### src/rtl/muldiv_unit.sv
// ============================================================================
// Module   : muldiv_unit
// Purpose  : Iterative RV32M-style multiply/divide unit. It uses a shift-add
//            multiplier and a restoring divider, and every op completes in
//            exactly WIDTH cycles.
// Revision : 1.0
// ============================================================================
`default_nettype none

module muldiv_unit #(
    parameter int WIDTH = 32,
    parameter int CNT_W = $clog2(WIDTH + 1)
) (
    input  logic             clk,
    input  logic             rst_n,
    input  logic             flush,
    input  logic             in_valid,
    output logic             in_ready,
    input  logic [2:0]       in_op,
    input  logic [WIDTH-1:0] in_a,
    input  logic [WIDTH-1:0] in_b,
    output logic             out_valid,
    input  logic             out_ready,
    output logic [WIDTH-1:0] out_result,
    output logic             out_zero
);

    typedef enum logic [1:0] {
        S_IDLE = 2'd0,
        S_BUSY = 2'd1,
        S_DONE = 2'd2
    } state_t;

    localparam logic [2:0] OP_MUL    = 3'b000;
    localparam logic [2:0] OP_MULH   = 3'b001;
    localparam logic [2:0] OP_MULHSU = 3'b010;
    localparam logic [2:0] OP_MULHU  = 3'b011;
    localparam logic [2:0] OP_DIV    = 3'b100;
    localparam logic [2:0] OP_DIVU   = 3'b101;
    localparam logic [2:0] OP_REM    = 3'b110;
    localparam logic [2:0] OP_REMU   = 3'b111;

    state_t             state_q;
    logic [CNT_W-1:0]   cnt_q;
    logic [2:0]         op_q;
    logic [WIDTH-1:0]   mcand_q;
    logic [WIDTH-1:0]   hi_q;
    logic [WIDTH-1:0]   lo_q;
    logic               neg_q;
    logic               rneg_q;
    logic               dz_q;
    logic               valid_q;
    logic [WIDTH-1:0]   result_q;
    logic               zero_q;

    logic               a_signed_d;
    logic               b_signed_d;
    logic               a_neg_d;
    logic               b_neg_d;
    logic [WIDTH-1:0]   a_mag_d;
    logic [WIDTH-1:0]   b_mag_d;

    logic [WIDTH:0]     sum_d;
    logic [WIDTH:0]     shift_d;
    logic               ge_d;
    logic [WIDTH-1:0]   hi_d;
    logic [WIDTH-1:0]   lo_d;
    logic [2*WIDTH-1:0] prod_d;
    logic [2*WIDTH-1:0] prod_fix_d;
    logic [WIDTH-1:0]   quot_d;
    logic [WIDTH-1:0]   rem_d;
    logic [WIDTH-1:0]   res_d;

    // Operand signedness and magnitudes are taken from the request bus.
    always_comb begin
        a_signed_d = 1'b0;
        b_signed_d = 1'b0;
        case (in_op)
            OP_MULH:   begin a_signed_d = 1'b1; b_signed_d = 1'b1; end
            OP_MULHSU: begin a_signed_d = 1'b1; b_signed_d = 1'b0; end
            OP_DIV,
            OP_REM:    begin a_signed_d = 1'b1; b_signed_d = 1'b1; end
            default:   begin a_signed_d = 1'b0; b_signed_d = 1'b0; end
        endcase
        a_neg_d = a_signed_d & in_a[WIDTH-1];
        b_neg_d = b_signed_d & in_b[WIDTH-1];
        a_mag_d = a_neg_d ? -in_a : in_a;
        b_mag_d = b_neg_d ? -in_b : in_b;
    end

    // One iteration step. {hi_q, lo_q} holds the partial product or the
    // partial remainder and quotient. mcand_q holds the multiplicand or the divisor.
    always_comb begin
        sum_d   = {1'b0, hi_q} + (lo_q[0] ? {1'b0, mcand_q} : {(WIDTH+1){1'b0}});
        shift_d = {hi_q, lo_q[WIDTH-1]};
        ge_d    = (shift_d >= {1'b0, mcand_q});
        if (op_q[2]) begin
            hi_d = ge_d ? WIDTH'(shift_d - {1'b0, mcand_q}) : shift_d[WIDTH-1:0];
            lo_d = {lo_q[WIDTH-2:0], ge_d};
        end else begin
            hi_d = sum_d[WIDTH:1];
            lo_d = {sum_d[0], lo_q[WIDTH-1:1]};
        end
    end

    // Sign correction applied to the value produced by the final step.
    always_comb begin
        prod_d     = {hi_d, lo_d};
        prod_fix_d = neg_q ? -prod_d : prod_d;
        quot_d     = neg_q ? -lo_d : lo_d;
        rem_d      = rneg_q ? -hi_d : hi_d;
        case (op_q)
            OP_MUL:    res_d = prod_fix_d[WIDTH-1:0];
            OP_MULH,
            OP_MULHSU,
            OP_MULHU:  res_d = prod_fix_d[2*WIDTH-1:WIDTH];
            OP_DIV,
            OP_DIVU:   res_d = dz_q ? {WIDTH{1'b1}} : quot_d;
            OP_REM,
            OP_REMU:   res_d = rem_d;
            default:   res_d = {WIDTH{1'b0}};
        endcase
    end

    always_ff @(posedge clk or negedge rst_n) begin
        if (!rst_n) begin
            state_q  <= S_IDLE;
            cnt_q    <= {CNT_W{1'b0}};
            op_q     <= 3'b000;
            mcand_q  <= {WIDTH{1'b0}};
            hi_q     <= {WIDTH{1'b0}};
            lo_q     <= {WIDTH{1'b0}};
            neg_q    <= 1'b0;
            rneg_q   <= 1'b0;
            dz_q     <= 1'b0;
            valid_q  <= 1'b0;
            result_q <= {WIDTH{1'b0}};
            zero_q   <= 1'b1;
        end else if (flush) begin
            state_q <= S_IDLE;
            cnt_q   <= {CNT_W{1'b0}};
            valid_q <= 1'b0;
        end else begin
            case (state_q)
                S_IDLE: begin
                    if (in_valid) begin
                        op_q    <= in_op;
                        mcand_q <= in_op[2] ? b_mag_d : a_mag_d;
                        lo_q    <= in_op[2] ? a_mag_d : b_mag_d;
                        hi_q    <= {WIDTH{1'b0}};
                        neg_q   <= a_neg_d ^ b_neg_d;
                        rneg_q  <= a_neg_d;
                        dz_q    <= (in_b == {WIDTH{1'b0}});
                        cnt_q   <= CNT_W'(WIDTH);
                        state_q <= S_BUSY;
                    end
                end
                S_BUSY: begin
                    hi_q  <= hi_d;
                    lo_q  <= lo_d;
                    cnt_q <= cnt_q - CNT_W'(1);
                    if (cnt_q == CNT_W'(1)) begin
                        result_q <= res_d;
                        zero_q   <= (res_d == {WIDTH{1'b0}});
                        valid_q  <= 1'b1;
                        state_q  <= S_DONE;
                    end
                end
                S_DONE: begin
                    if (out_ready) begin
                        valid_q <= 1'b0;
                        state_q <= S_IDLE;
                    end
                end
                default: begin
                    valid_q <= 1'b0;
                    state_q <= S_IDLE;
                end
            endcase
        end
    end

    assign in_ready   = (state_q == S_IDLE);
    assign out_valid  = valid_q;
    assign out_result = result_q;
    assign out_zero   = zero_q;

endmodule

`default_nettype wire

### config.mk
export PLATFORM = sky130hd
export DESIGN_NAME = muldiv_unit
export DESIGN_NICKNAME = d
export VERILOG_FILES = /design/src/rtl/muldiv_unit.sv
export SDC_FILE = /design/constraint.sdc
export NUM_CORES = 1
export LEC_CHECK = 0
export ABC_AREA = 1
export CAP_MARGIN = 20
export CELL_PAD_IN_SITES_DETAIL_PLACEMENT = 0
export CELL_PAD_IN_SITES_GLOBAL_PLACEMENT = 1
export CORE_MARGIN = 1
export CORE_UTILIZATION = 39
export DETAILED_ROUTE_END_ITERATION = 7
export GPL_TIMING_DRIVEN = 0
export PLACE_DENSITY = 0.89
export SLEW_MARGIN = 40
export SYNTH_ARGS = -nofsm -noshare
export SYNTH_HDL_FRONTEND = slang
export SYNTH_SLANG_ARGS = --single-unit
### constraint.sdc
create_clock -name clk -period 3.6 [get_ports clk]
set_input_delay 0.72 -clock clk [delete_from_list [all_inputs] [get_ports clk]]
set_output_delay 0.72 -clock clk [all_outputs]
set_load 0.02 [all_outputs]
==> impl_metrics.env <==
export IMPL_status="complete, but fails checks"
export IMPL_failed_checks="DRC, setup timing"
export IMPL_nFillCells=4255
export IMPL_hold_slack_ns=0.219
export IMPL_period_minus_slack_ns=3.98
export IMPL_synth_xor_area_share_pct=4.78
export IMPL_rsz0062_at_grt="yes"
export IMPL_synth_cell_types=55
export IMPL_gr_total_overflow=0
export IMPL_multi_input_area_um2=14800
export IMPL_synthSimpleGateAreaFrac_pct=43.7
export IMPL_layout_common_cells="855 x nand2_1, 418 x inv_1, 218 x nor2_1, 207 x nand3_1, 165 x o21ai_0"
export IMPL_syn_to_final_growth_pct=38.2
export IMPL_cp_arrival_ns=4.39
export IMPL_dr_first_iter_drc_count=3058
export IMPL_final_common_cell="nand2_1"
export IMPL_grt_pass1_vias=20800
export IMPL_drv_slew=0
export IMPL_post_route_drc_count=1
export IMPL_slew_headroom_pct=27.0
export IMPL_hold_viol_final=0
export IMPL_setup_ws_ns=-0.379
export IMPL_fin_worst_skew_ns=0.0146
export IMPL_cp_slowest_cell="dfrtp_1"
export IMPL_cts_tree="built"
export IMPL_root_buffer="clkbuf_16"
export IMPL_start_kind="flip-flop"
export IMPL_ys_flop_type="dfrtp_1"
export IMPL_dieWidth_um=216
export IMPL_ys_ff_latch=144
export IMPL_grt_pass1_wl_um=121000
export IMPL_via_count=22800
export IMPL_dp_cells=3788
export IMPL_grt_max_degree=75
export IMPL_synth_edf_count=0
export IMPL_utilization_pct=55.1
export IMPL_grt_use_total_pct=34.1
export IMPL_numClockSinks=144
export IMPL_die_h_um=216
export IMPL_cpPeakStageDelay_ns=0.45
export IMPL_synthMuxAreaShare_pct=0
export IMPL_antenna_found_initial=2
export IMPL_start_util_pct=39.9
export IMPL_stdcell_count=3988
export IMPL_cp_end_kind="flip-flop"
export IMPL_final_nets=3524
export IMPL_ant_nets=0
export IMPL_clk_pin_slew_worst_paths_ns=0.07
export IMPL_yosysWarnings=0
export IMPL_num_io_pins=107
export IMPL_max_slew_worst_pin_slew_ns=1.09
export IMPL_hold_class="primary input to asynchronous set/reset pin"
export IMPL_coreArea_um2=44600
export IMPL_synth_compound_area_share_pct=13.9
export IMPL_die_area_um2=46400
export IMPL_dp_hpwl_um=61600
export IMPL_worstSkewPairLatency_ns=0.46
export IMPL_htreeDepth=4
export IMPL_syn_mean_instance_area_um2=5.76
export IMPL_path_class="flip-flop to flip-flop"
export IMPL_syn_inst=3089
export IMPL_firstDrtPassIters=8
export IMPL_num_rows=77
export IMPL_setup_viol=12
export IMPL_min_period_over_period_pct=111
export IMPL_ys_seq_area_share_pct=20.3
export IMPL_drive_above_1_share_pct=24.3
export IMPL_synth_adder_area_share_pct=5.01
export IMPL_postCtsHoldBufs=0
export IMPL_async_flop_share_pct=100
export IMPL_place_gp_congestion=1.05
export IMPL_vias_per_cell=5.72
export IMPL_io_buffer_count=106
export IMPL_synth_area_um2=17800
export IMPL_synth_nets=3231
export IMPL_cap_violations=0
export IMPL_required_ns=4.01
export IMPL_routed_wl_um=82500
export IMPL_wl_per_cell_um=20.7
export IMPL_fin_setup_tns_ns=-1.85
export IMPL_ff_latch_area_um2=3650
export IMPL_max_clock_freq_mhz=251
export IMPL_cts_inserted_buffers=17
export IMPL_cp_max_fo=10
export IMPL_synth_top_family_by_area="simple AND/OR/NAND/NOR gates"
export IMPL_clock_path_buffers=2
[final cells by class]
cell class / instances / area share (%)
multi-input cells: 2381 / 60.3
clock inverters: 14 / 0.820
repair buffers: 275 / 9.97
clock buffers: 18 / 1.75
diodes: 1 / 0.0102
well taps: 592 / 3.01
flip-flops and latches: 144 / 14.8
plain buffers: 98 / 2.10
inverters: 465 / 7.16
[metrics by stage]
| stage | cell area (um2) | worst slack [ns] |
|---|---|---|
| 6_report | 24600 | -0.379 |
| 5_1_grt | 24600 | -0.499 |
| 4_1_cts | 22900 | -0.255 |
| 3_5_place_dp | 19600 | -1.47 |
| 3_3_place_gp | 19600 | -4.11 |
| 2_1_floorplan | 17800 | 0.0421 |
[registers in the layout, summed over array words and instances, names as in the netlist]
name,cells
out_zero,1
out_valid,1
op_q,3
neg_q,1
lo_q,32
dz_q,1
mcand_q,32
out_result,32
cnt_q,6
state_q,2
hi_q,32
rneg_q,1
[final timing paths]
path                       startpoint        endpoint  slack, ns  cells past startpoint
min                             rst_n  out_result[24]       0.22                      1
min reg2reg                 out_valid       out_valid       0.48                      2
max reg2reg                mcand_q[6]        out_zero      -0.38                     28
max                        mcand_q[6]        out_zero      -0.38                     28
max in group asynchronous       rst_n     mcand_q[25]       2.53                      2
min in group clk            out_valid       out_valid       0.48                      2
[critical path: cells and delay by family (launching register included)]
family	cells	cell delay, ns
AO/OA/AOI/OAI	1	0.24
AND/OR/NAND/NOR	22	2.46
adder cells (fa/ha/maj)	1	0.32
flip-flops	1	0.45
buffers and inverters	4	0.45
[cells by family (layout without fill, tap and decap cells)]
family | count (synthesis) | in the layout
buffers and inverters | 564 | 870
DFF | 144 | 144
adders and majority gates | 70 | 70
other | 0 | 1
AOI/OAI and AO/OA | 429 | 429
xor gates and xnor gates | 97 | 97
and+or+nand+nor | 1785 | 1785
[synth_stat cells (all sizes together) (2+ instances only)]
cell type	instances	share of area (%)
nor3	36	1.1
o31ai	2	0.084
nand2b	2	0.070
xnor2	31	1.5
xor2	66	3.3
a2bb2oi	7	0.34
or2	9	0.32
o211ai	17	0.72
o22ai	8	0.28
nand3	302	9.1
nand2	1001	21
nand4	65	2.7
dfrtp	143	20
o21bai	11	0.46
and2	5	0.18
buf	32	1.1
ha	68	4.8
nand3b	11	0.46
inv	457	9.6
nor4	9	0.32
and3	3	0.11
a21oi	104	2.9
o21ai	212	6.0
a21boi	3	0.13
clkbuf	67	1.4
o21a	3	0.13
fa	2	0.23
a31oi	2	0.070
nor2	340	7.9
o221ai	25	1.2
clkinv	8	0.17
a22oi	31	1.3
[timing repair]
item | 4_1_cts | 5_1_grt
setup endpoints to repair | 52 | 76
pin swaps | 97 | 149
resized for setup | 428 | 313
cloned | 0 | 1
setup buffers | 107 | 60
[metal layers]
| metal | vias up | GRT usage, % | part of all wire [%] |
|---|---|---|---|
| li1 | 10500 | - | - |
| met1 | 10500 | 43.9 | 39 |
| met2 | 1404 | 51.7 | 42 |
| met3 | 388 | 7.08 | 11 |
| met4 | 2 | 21.9 | 8.3 |
| met5 | - | 0 | 0.024 |
Power is not shown: default switching activity piles up to over one toggle a cycle in this logic, so the estimate is an artifact.
